<file path="src/rtl/led_pattern_gen.sv">
// LED pattern sequencer: tick divider steps rotate-left/right, ping-pong or fill patterns.
// Define LED_ACTIVE_LOW_EN to drive the inverted pattern onto the LED pins.
module led_pattern_gen #(
  parameter int LED_W    = 4,
  parameter int TICK_CNT = 10_000_000,
  parameter int CNT_W    = $clog2(TICK_CNT)
) (
  input  logic             sys_clk,
  input  logic             sys_rst_n,
  input  logic [1:0]       mode_sel,
  input  logic             mode_load,
  input  logic [1:0]       speed,
  input  logic             pause,
  output logic [LED_W-1:0] led,
  output logic             step_tick,
  output logic [1:0]       mode_cur
);

  localparam logic [1:0] MODE_ROTL = 2'b00;
  localparam logic [1:0] MODE_ROTR = 2'b01;
  localparam logic [1:0] MODE_PING = 2'b10;

  localparam logic [LED_W-1:0] LSB_ONLY = {{(LED_W-1){1'b0}}, 1'b1};
  localparam logic [LED_W-1:0] MSB_ONLY = {1'b1, {(LED_W-1){1'b0}}};
  localparam logic [LED_W-1:0] ALL_ONES = {LED_W{1'b1}};
  localparam logic [CNT_W-1:0] CNT_ONE  = CNT_W'(1);
  localparam logic [CNT_W:0]   PER_ONE  = (CNT_W+1)'(1);
  localparam logic [CNT_W:0]   PER_BASE = (CNT_W+1)'(TICK_CNT);

  logic [CNT_W-1:0] r_cnt;
  logic [LED_W-1:0] r_led;
  logic             r_dir_up;
  logic             r_tick;
  logic [1:0]       r_mode;

  logic [CNT_W-1:0] w_cnt_nxt;
  logic [LED_W-1:0] w_led_nxt;
  logic             w_dir_nxt;
  logic             w_tick_nxt;
  logic [1:0]       w_mode_nxt;

  logic [CNT_W:0]   w_period;
  logic             w_terminal;
  logic [LED_W-1:0] w_led_dec;
  logic [LED_W-1:0] w_led_inc;
  logic             w_onehot;
  logic             w_therm;
  logic             w_go_up;

  // >= rather than == so a faster speed setting steps immediately instead of waiting for a wrap
  assign w_period   = PER_BASE >> speed;
  assign w_terminal = ({1'b0, r_cnt} >= (w_period - PER_ONE));

  assign w_led_dec = r_led - LSB_ONLY;
  assign w_led_inc = r_led + LSB_ONLY;
  assign w_onehot  = (r_led != '0) && ((r_led & w_led_dec) == '0);
  assign w_therm   = (r_led != '0) && ((r_led & w_led_inc) == '0);
  assign w_go_up   = (r_dir_up && !r_led[LED_W-1]) || r_led[0];

  always_ff @(posedge sys_clk or negedge sys_rst_n) begin
    if (!sys_rst_n) begin
      r_cnt    <= '0;
      r_led    <= LSB_ONLY;
      r_dir_up <= 1'b1;
      r_tick   <= 1'b0;
      r_mode   <= MODE_ROTL;
    end else begin
      r_cnt    <= w_cnt_nxt;
      r_led    <= w_led_nxt;
      r_dir_up <= w_dir_nxt;
      r_tick   <= w_tick_nxt;
      r_mode   <= w_mode_nxt;
    end
  end

  always_comb begin
    w_cnt_nxt  = r_cnt;
    w_led_nxt  = r_led;
    w_dir_nxt  = r_dir_up;
    w_tick_nxt = 1'b0;
    w_mode_nxt = r_mode;
    if (mode_load) begin
      w_mode_nxt = mode_sel;
      w_cnt_nxt  = '0;
      w_dir_nxt  = 1'b1;
      w_led_nxt  = (mode_sel == MODE_ROTR) ? MSB_ONLY : LSB_ONLY;
    end else if (!pause) begin
      if (w_terminal) begin
        w_cnt_nxt  = '0;
        w_tick_nxt = 1'b1;
        case (r_mode)
          MODE_ROTL: w_led_nxt = (!w_onehot || r_led[LED_W-1]) ? LSB_ONLY : (r_led << 1);
          MODE_ROTR: w_led_nxt = (!w_onehot || r_led[0]) ? MSB_ONLY : (r_led >> 1);
          MODE_PING: begin
            // direction flips on the step that lands on an end, so ends are shown once
            if (!w_onehot) begin
              w_led_nxt = LSB_ONLY;
              w_dir_nxt = 1'b1;
            end else if (w_go_up) begin
              w_led_nxt = r_led << 1;
              w_dir_nxt = !r_led[LED_W-2];
            end else begin
              w_led_nxt = r_led >> 1;
              w_dir_nxt = r_led[1];
            end
          end
          default:   w_led_nxt = (!w_therm || (r_led == ALL_ONES)) ? LSB_ONLY
                                                                   : {r_led[LED_W-2:0], 1'b1};
        endcase
      end else begin
        w_cnt_nxt = r_cnt + CNT_ONE;
      end
    end
  end

`ifdef LED_ACTIVE_LOW_EN
  assign led = ~r_led;
`else
  assign led = r_led;
`endif
  assign step_tick = r_tick;
  assign mode_cur  = r_mode;

endmodule

</file>
<file path="config.mk">
export PLATFORM = sky130hd
export DESIGN_NAME = led_pattern_gen
export DESIGN_NICKNAME = d
export VERILOG_FILES = /design/src/rtl/led_pattern_gen.sv
export SDC_FILE = /design/constraint.sdc
export NUM_CORES = 1
export LEC_CHECK = 0
export ABC_AREA = 1
export CAP_MARGIN = 20
export CORE_MARGIN = 2
export CORE_UTILIZATION = 35
export CTS_CLUSTER_SIZE = 8
export DETAILED_ROUTE_END_ITERATION = 16
export MAX_ROUTING_LAYER = met4
export PLACE_DENSITY_LB_ADDON = 0.3
export SLEW_MARGIN = 15
export SYNTH_ARGS = -nofsm -noshare
export SYNTH_HDL_FRONTEND = slang
export SYNTH_SLANG_ARGS = --single-unit
</file>
<file path="constraint.sdc">
create_clock -name sys_clk -period 2.3 [get_ports sys_clk]
set_input_delay 0.69 -clock sys_clk [delete_from_list [all_inputs] [get_ports sys_clk]]
set_output_delay 0.69 -clock sys_clk [all_outputs]
set_load 0.02 [all_outputs]
</file>
==> impl_metrics.ini, run 1 <==
[timing]
setup_slack_ps = -16.9
hold_viol_final = 0
rsz0062_at_grt = true
setup_viol = 8
slew-limit-headroom = 0.714
report.final.slew_viol_count = 0
worst_slew_pin_slew_ps = 429
fin_crit_sh = 1.01
min_period_ps = 2320
skew_ps = 9.88
fmax_ghz = 0.432

[die]
initial_utilization = 0.361
dieArea_um2 = 8140
rows = 31
die_y_um = 90.2
dieWidth_um = 90.2
io_pins = 15
core_area_um2 = 7210

[cts]
cts_buffers = 5
cts_root_buf = clkbuf_8
worst_skew_pair.late_latency_ps = 290
clockBufferDepth = 2
cts_hold_buf = 0
cts_tree = done
clkTransAtPathRegs_ps = 70
cts_sinks = 32
cts-htree-levels = 2

[outcome]
violations = setup timing
status = complete, but fails checks

[synth]
ys_seq_area_frac = 0.309
yosys.cell_count.top_type = nand2_1
ys.warnings.count = 0
synth_ff_type = dfrtp_1
synth_top_area_frac = 0.289
ys_top_cells_by_count = nand2_1, nor2_1, inv_1, dfrtp_1, ha_1
synth_area_leaders = dfrtp_1, nand2_1, ha_1
synth_nets = 405
syn_area_per_cell_um2 = 7.05
syn_inst = 369
ys_types = 33
yosys.area.top_type = dfrtp_1
ys_ff_latch = 32
synth_async_sr_flop_share = 1.00
synth-edff-count = 0
synth_area_um2 = 2600

[power_and_ir_drop]
power_w = 0.00146
power_leakage_nw = 1.61
powerDensity_nw_per_um2 = 415
vdd_drop_max_uv = 284

[cells_and_area]
final_cells = 506
fillCellCount = 716
nets = 442
drive_gt1_frac = 0.260
finalInstanceArea_um2 = 3530
n_antenna_cell = 0
area_delta_synth_final_pct = 35.8

[placed_design]
numPlacedInstances = 492
io_buffers = 14
dp_hpwl_mm = 4.86
place.gp.congestion = 0.849
placed_area_um2 = 3070
dp_slack_ps = -857

[setup_path]
cp.required_ps = 2520
end_kind = flop
cp_cell_sequence = buf_8 -> inv_4 -> ha_4 -> ha_1 -> nand2_1 -> inv_1 -> nand2_1 -> nand2_1 -> nand2_1 -> nand2_1 -> nand2_2 -> nand4_4 -> nand2_4 -> clkinv_4 -> buf_12 -> buf_12 -> nand2_2 -> nand2_1
crit_arrival_ps = 2540
critPathMaxFanout = 5
cpMaxStageDelayCell = ha_1
critPathKind = input pin to flop
max_stage_delay_ps = 290
crit_path_frequent_cell = nand2_1
worstSetupStartpointType = input pin

[global_routing]
grt_first_pass_wirelength_mm = 11.4
grt_max_degree = 33
grt.total_usage = 0.176
overflow = 0
first_global_vias = 2524
antenna_found_initial = 0

[detailed_routing]
vias = 2489
ant_nets = 0
wl_per_cell_um = 13.1
routed_wirelength_mm = 6.65
first_pass_iters = 4
drcViolationCount = 0
vias_per_cell = 4.92
drt-initial-drc-count = 189

[worst_hold_path]
holdCritPathClass = flop to flop

[flow_run]
maxCapViolations = 0
state kept, by name, summed over array words and instances (netlist names):
signal,count
r_dir_up,1
step_tick,1
r_cnt,24
led,4
mode_cur,2
power by group:
group          switching [W]  total (W)  internal, W
Combinational       0.000207   0.000365     0.000157
Sequential         0.0000257   0.000611     0.000586
Clock               0.000215   0.000489     0.000273
Total               0.000448    0.00146      0.00102
cell families after synthesis:
| family | count (synthesis) | synth area share |
|---|---|---|
| AO/OA/AOI/OAI | 27 | 0.0572 |
| XOR/XNOR | 14 | 0.0471 |
| adder cells (fa/ha/maj) | 28 | 0.135 |
| buffers and inverters | 51 | 0.0818 |
| flip-flops | 32 | 0.309 |
| AND/OR/NAND/NOR | 217 | 0.370 |
what timing repair did:
action	CTS	global route
setup endpoints to repair	30	29
gates cloned	3	0
gates resized for setup	40	44
setup buffers	4	2
pin swaps	20	14
layout make-up:
type                       count  area (um^2)  share of cell area
timing repair buffer          36          434               0.123
inverter                      45          191              0.0542
tap                           99          124              0.0351
sequential                    32          803               0.227
multi-input combinational    286         1880               0.532
clock buffer                   8          100              0.0283
worst max-delay path: cells and delay by family:
kind,cells,cell delay [ps]
simple gates,10,740
buf+inv,6,560
fa+ha+maj,2,550
metal layers:
layer | wire length (um) | vias up | part of all wire | global-route usage
met5 | 0 | - | 0 | -
li1 | - | 1258 | - | -
met2 | 3240 | 52 | 0.49 | 0.295
met1 | 3110 | 1167 | 0.47 | 0.224
met3 | 183 | 12 | 0.028 | 0.0243
met4 | 115 | 0 | 0.017 | 0.0462
placed cells by master (no fill, tap or decap), types with 2 or more instances in the layout:
cell type	instances
buf_4	14
nand3_1	20
dfrtp_1	30
buf_16	3
inv_4	2
a21o_1	2
inv_2	8
dfstp_2	2
nor4_1	2
inv_1	33
ha_1	18
nand2_2	14
xor2_1	9
nor2_4	13
nand3_2	4
buf_12	5
clkbuf_8	7
nor2_1	36
nor3_1	5
nand2_1	90
clkdlybuf4s50_1	12
ha_4	10
o21ai_0	10
nor2_2	14
a21oi_1	9
nand2_4	2
xnor2_1	4
nand4_1	14
worst paths after layout:
path	slack, ps	depth (start not counted)	end	start
min in group asynchronous	810	2	r_cnt[20]	sys_rst_n
max in group asynchronous	1150	2	r_dir_up	sys_rst_n
hold / removal	470	2	r_dir_up	r_dir_up
hold reg to reg	470	2	r_dir_up	r_dir_up
setup reg to reg	310	12	r_cnt[11]	r_cnt[16]
setup / recovery	-20	18	led[0]	speed[1]
per-stage QoR:
| step | hold WS, ps | TNS (ps) | util |
|---|---|---|---|
| 2_1_floorplan | 394 | 0 | - |
| 6_report | 473 | -65.1 | 0.490 |
| 5_1_grt | 514 | -2560 | 0.490 |
| 4_1_cts | 473 | -1760 | 0.472 |
| 3_5_place_dp | 463 | -25040 | 0.425 |
| 3_3_place_gp | 450 | -23440 | 0.425 |
No activity file was read; power rests on OpenSTA's default activity.
==> run 2, diff against run 1 <==
--- a/constraint.sdc
+++ b/constraint.sdc
@@ -3,2 +3,2 @@
 set_output_delay 0.69 -clock sys_clk [all_outputs]
-set_load 0.02 [all_outputs]
+set_load 0.005 [all_outputs]
==> impl_metrics.ini, run 2 (synthesis gave the netlist of run 1 again) <==
[die]
core_area_um2 = 7210
initial_utilization = 0.361
io_pins = 15
rows = 31
die_y_um = 90.2
dieWidth_um = 90.2
dieArea_um2 = 8140

[detailed_routing]
route.met2.wl_mm = 3.23
vias = 2455
vias_per_cell = 4.89
drt-met1-wl_mm = 3.11
first_pass_iters = 4
drcViolationCount = 0
ant_nets = 0
dr.max_layer_used = met4
wl_per_cell_um = 13.2
routed_wirelength_mm = 6.64
dr_wl_met3_um = 171
drt-initial-drc-count = 156

[cells_and_area]
layout_commonest_cell = nand2_1
nets = 438
final_util = 0.478
regMostFlops = r_cnt
drive_gt1_frac = 0.248
seqCellArea_um2 = 803
multi_input_area_um2 = 1860
n_antenna_cell = 0
final_cells = 502
final_cell_mix = nand2_1, nor2_1, inv_1
area_delta_synth_final_pct = 32.6
finalInstanceArea_um2 = 3450
fillCellCount = 714
largest_reg_flops = 24

[cts]
clkTransAtPathRegs_ps = 70
cts_hold_buf = 0
cts_sinks = 32
cts_root_buf = clkbuf_8
clockBufferDepth = 2
cts_tree = done
cts-htree-levels = 2
worst_skew_pair.late_latency_ps = 290
cts_buffers = 5

[timing]
setup_viol = 0
setup_tns_ps = 0
min_period_ps = 2210
skew_ps = 4.98
report.final.slew_viol_count = 0
hold_viol_final = 0
worst_slew_pin_slew_ps = 446
fmax_ghz = 0.452
slew-limit-headroom = 0.703
fin_crit_sh = 0.962

[power_and_ir_drop]
power_leakage_nw = 1.58
powerDensity_nw_per_um2 = 446
vdd_drop_max_uv = 325

[placed_design]
placed_area_um2 = 3060
io_buffers = 14
numPlacedInstances = 491
place.gp.congestion = 0.868
dp_hpwl_mm = 4.91

[setup_path]
cp-startpoint = speed[1]
max_stage_delay_ps = 310
reg2reg_from = r_cnt[15]
worstSetupStartpointType = input pin
r2r_setup_slack_ps = 400
cp.depth = 17
cp-endpoint = r_cnt[17]
crit_arrival_ps = 2390
end_kind = flop
cpMaxStageDelayCell = ha_4
r2r_cells = 11
crit_path_frequent_cell = nor2_4
timing.rr.end = r_cnt[17]
critPathKind = input pin to flop
cp.required_ps = 2480
critPathBufInv = 6
critPathMaxFanout = 10
cp_cell_sequence = buf_8 -> inv_4 -> ha_4 -> inv_4 -> ha_4 -> nand2_2 -> inv_2 -> nand2_2 -> nor2_4 -> nand2_2 -> nor2_4 -> nor2_4 -> nand4_4 -> nand2_4 -> inv_4 -> buf_16 -> nor2_4
cp_top_family = simple AND/OR/NAND/NOR gates

[global_routing]
grt_first_pass_wirelength_mm = 11.4
antenna_found_initial = 0
grt_max_degree = 33
first_global_vias = 2460
overflow = 0
grt.total_usage = 0.176

[worst_hold_path]
holdCritPathClass = flop to flop

[flow_run]
maxCapViolations = 0

[outcome]
status = finished, final reports clean
run 2: changes by cell type in the layout (fill, tap and decap cells not counted), sizes merged:
| cell | before | now |
|---|---|---|
| bufinv | 0 | 1 |
| clkinv | 1 | 0 |
| clkbuf | 8 | 7 |
| buf | 24 | 20 |
| inv | 44 | 45 |
run 2: timing repair:
item,in CTS,in global routing
endpoints found under the setup margin,30,30
cloned,1,0
pin swaps,21,12
resized for setup,42,31
buffers inserted,3,1
run 2: worst register-to-register path: stages, from the launching register on:
cell	delay (ps)
dfrtp_1	460
ha_1	330
nand2_2	80
nor2_4	150
nand3_2	100
nor2_2	120
nand2_2	80
nand4_4	120
nand2_4	70
inv_4	90
buf_16	150
nor2_4	40
run 2: routing by layer:
layer / global-route usage / vias up
li1: - / 1256
met1: 0.224 / 1134
met2: 0.291 / 52
met3: 0.0243 / 13
met4: 0.0551 / 0
met5: - / -
run 2: worst min path at each step:
stage | start | to | slack [ps] | depth (start not counted)
finish | r_dir_up | r_dir_up | 470 | 2
global route | r_dir_up | r_dir_up | 490 | 2
CTS | r_dir_up | r_dir_up | 470 | 2
detailed placement | r_dir_up | r_dir_up | 460 | 2
global placement | r_dir_up | r_dir_up | 450 | 2
floorplan | sys_rst_n | led[1] | 390 | 0
run 2: report_power, final:
part	switching (W)	internal, W	leakage, nW	total, W
clock network	0.000218	0.000382	0.0645	0.000600
registers	0.0000240	0.000586	0.432	0.000610
logic	0.000189	0.000138	1.08	0.000327
total	0.000430	0.00111	1.58	0.00154
run 2: per-stage QoR:
step / power [W] / setup slack [ps] / hold WS, ps
6_report: 0.00154 / 88.4 / 468
5_1_grt: 0.00162 / -16.7 / 486
4_1_cts: 0.00154 / -31.7 / 467
3_5_place_dp: 0.000903 / -860 / 457
3_3_place_gp: 0.000901 / -820 / 451
2_1_floorplan: 0.000788 / 0.672 / 394
run 2: area by class of cell:
type / count / share of cell area
clock buffer: 7 / 0.0279
multi-input combinational: 286 / 0.539
clock inverter: 1 / 0.00871
timing repair buffer: 32 / 0.101
inverter: 45 / 0.0548
tap: 99 / 0.0359
sequential: 32 / 0.233
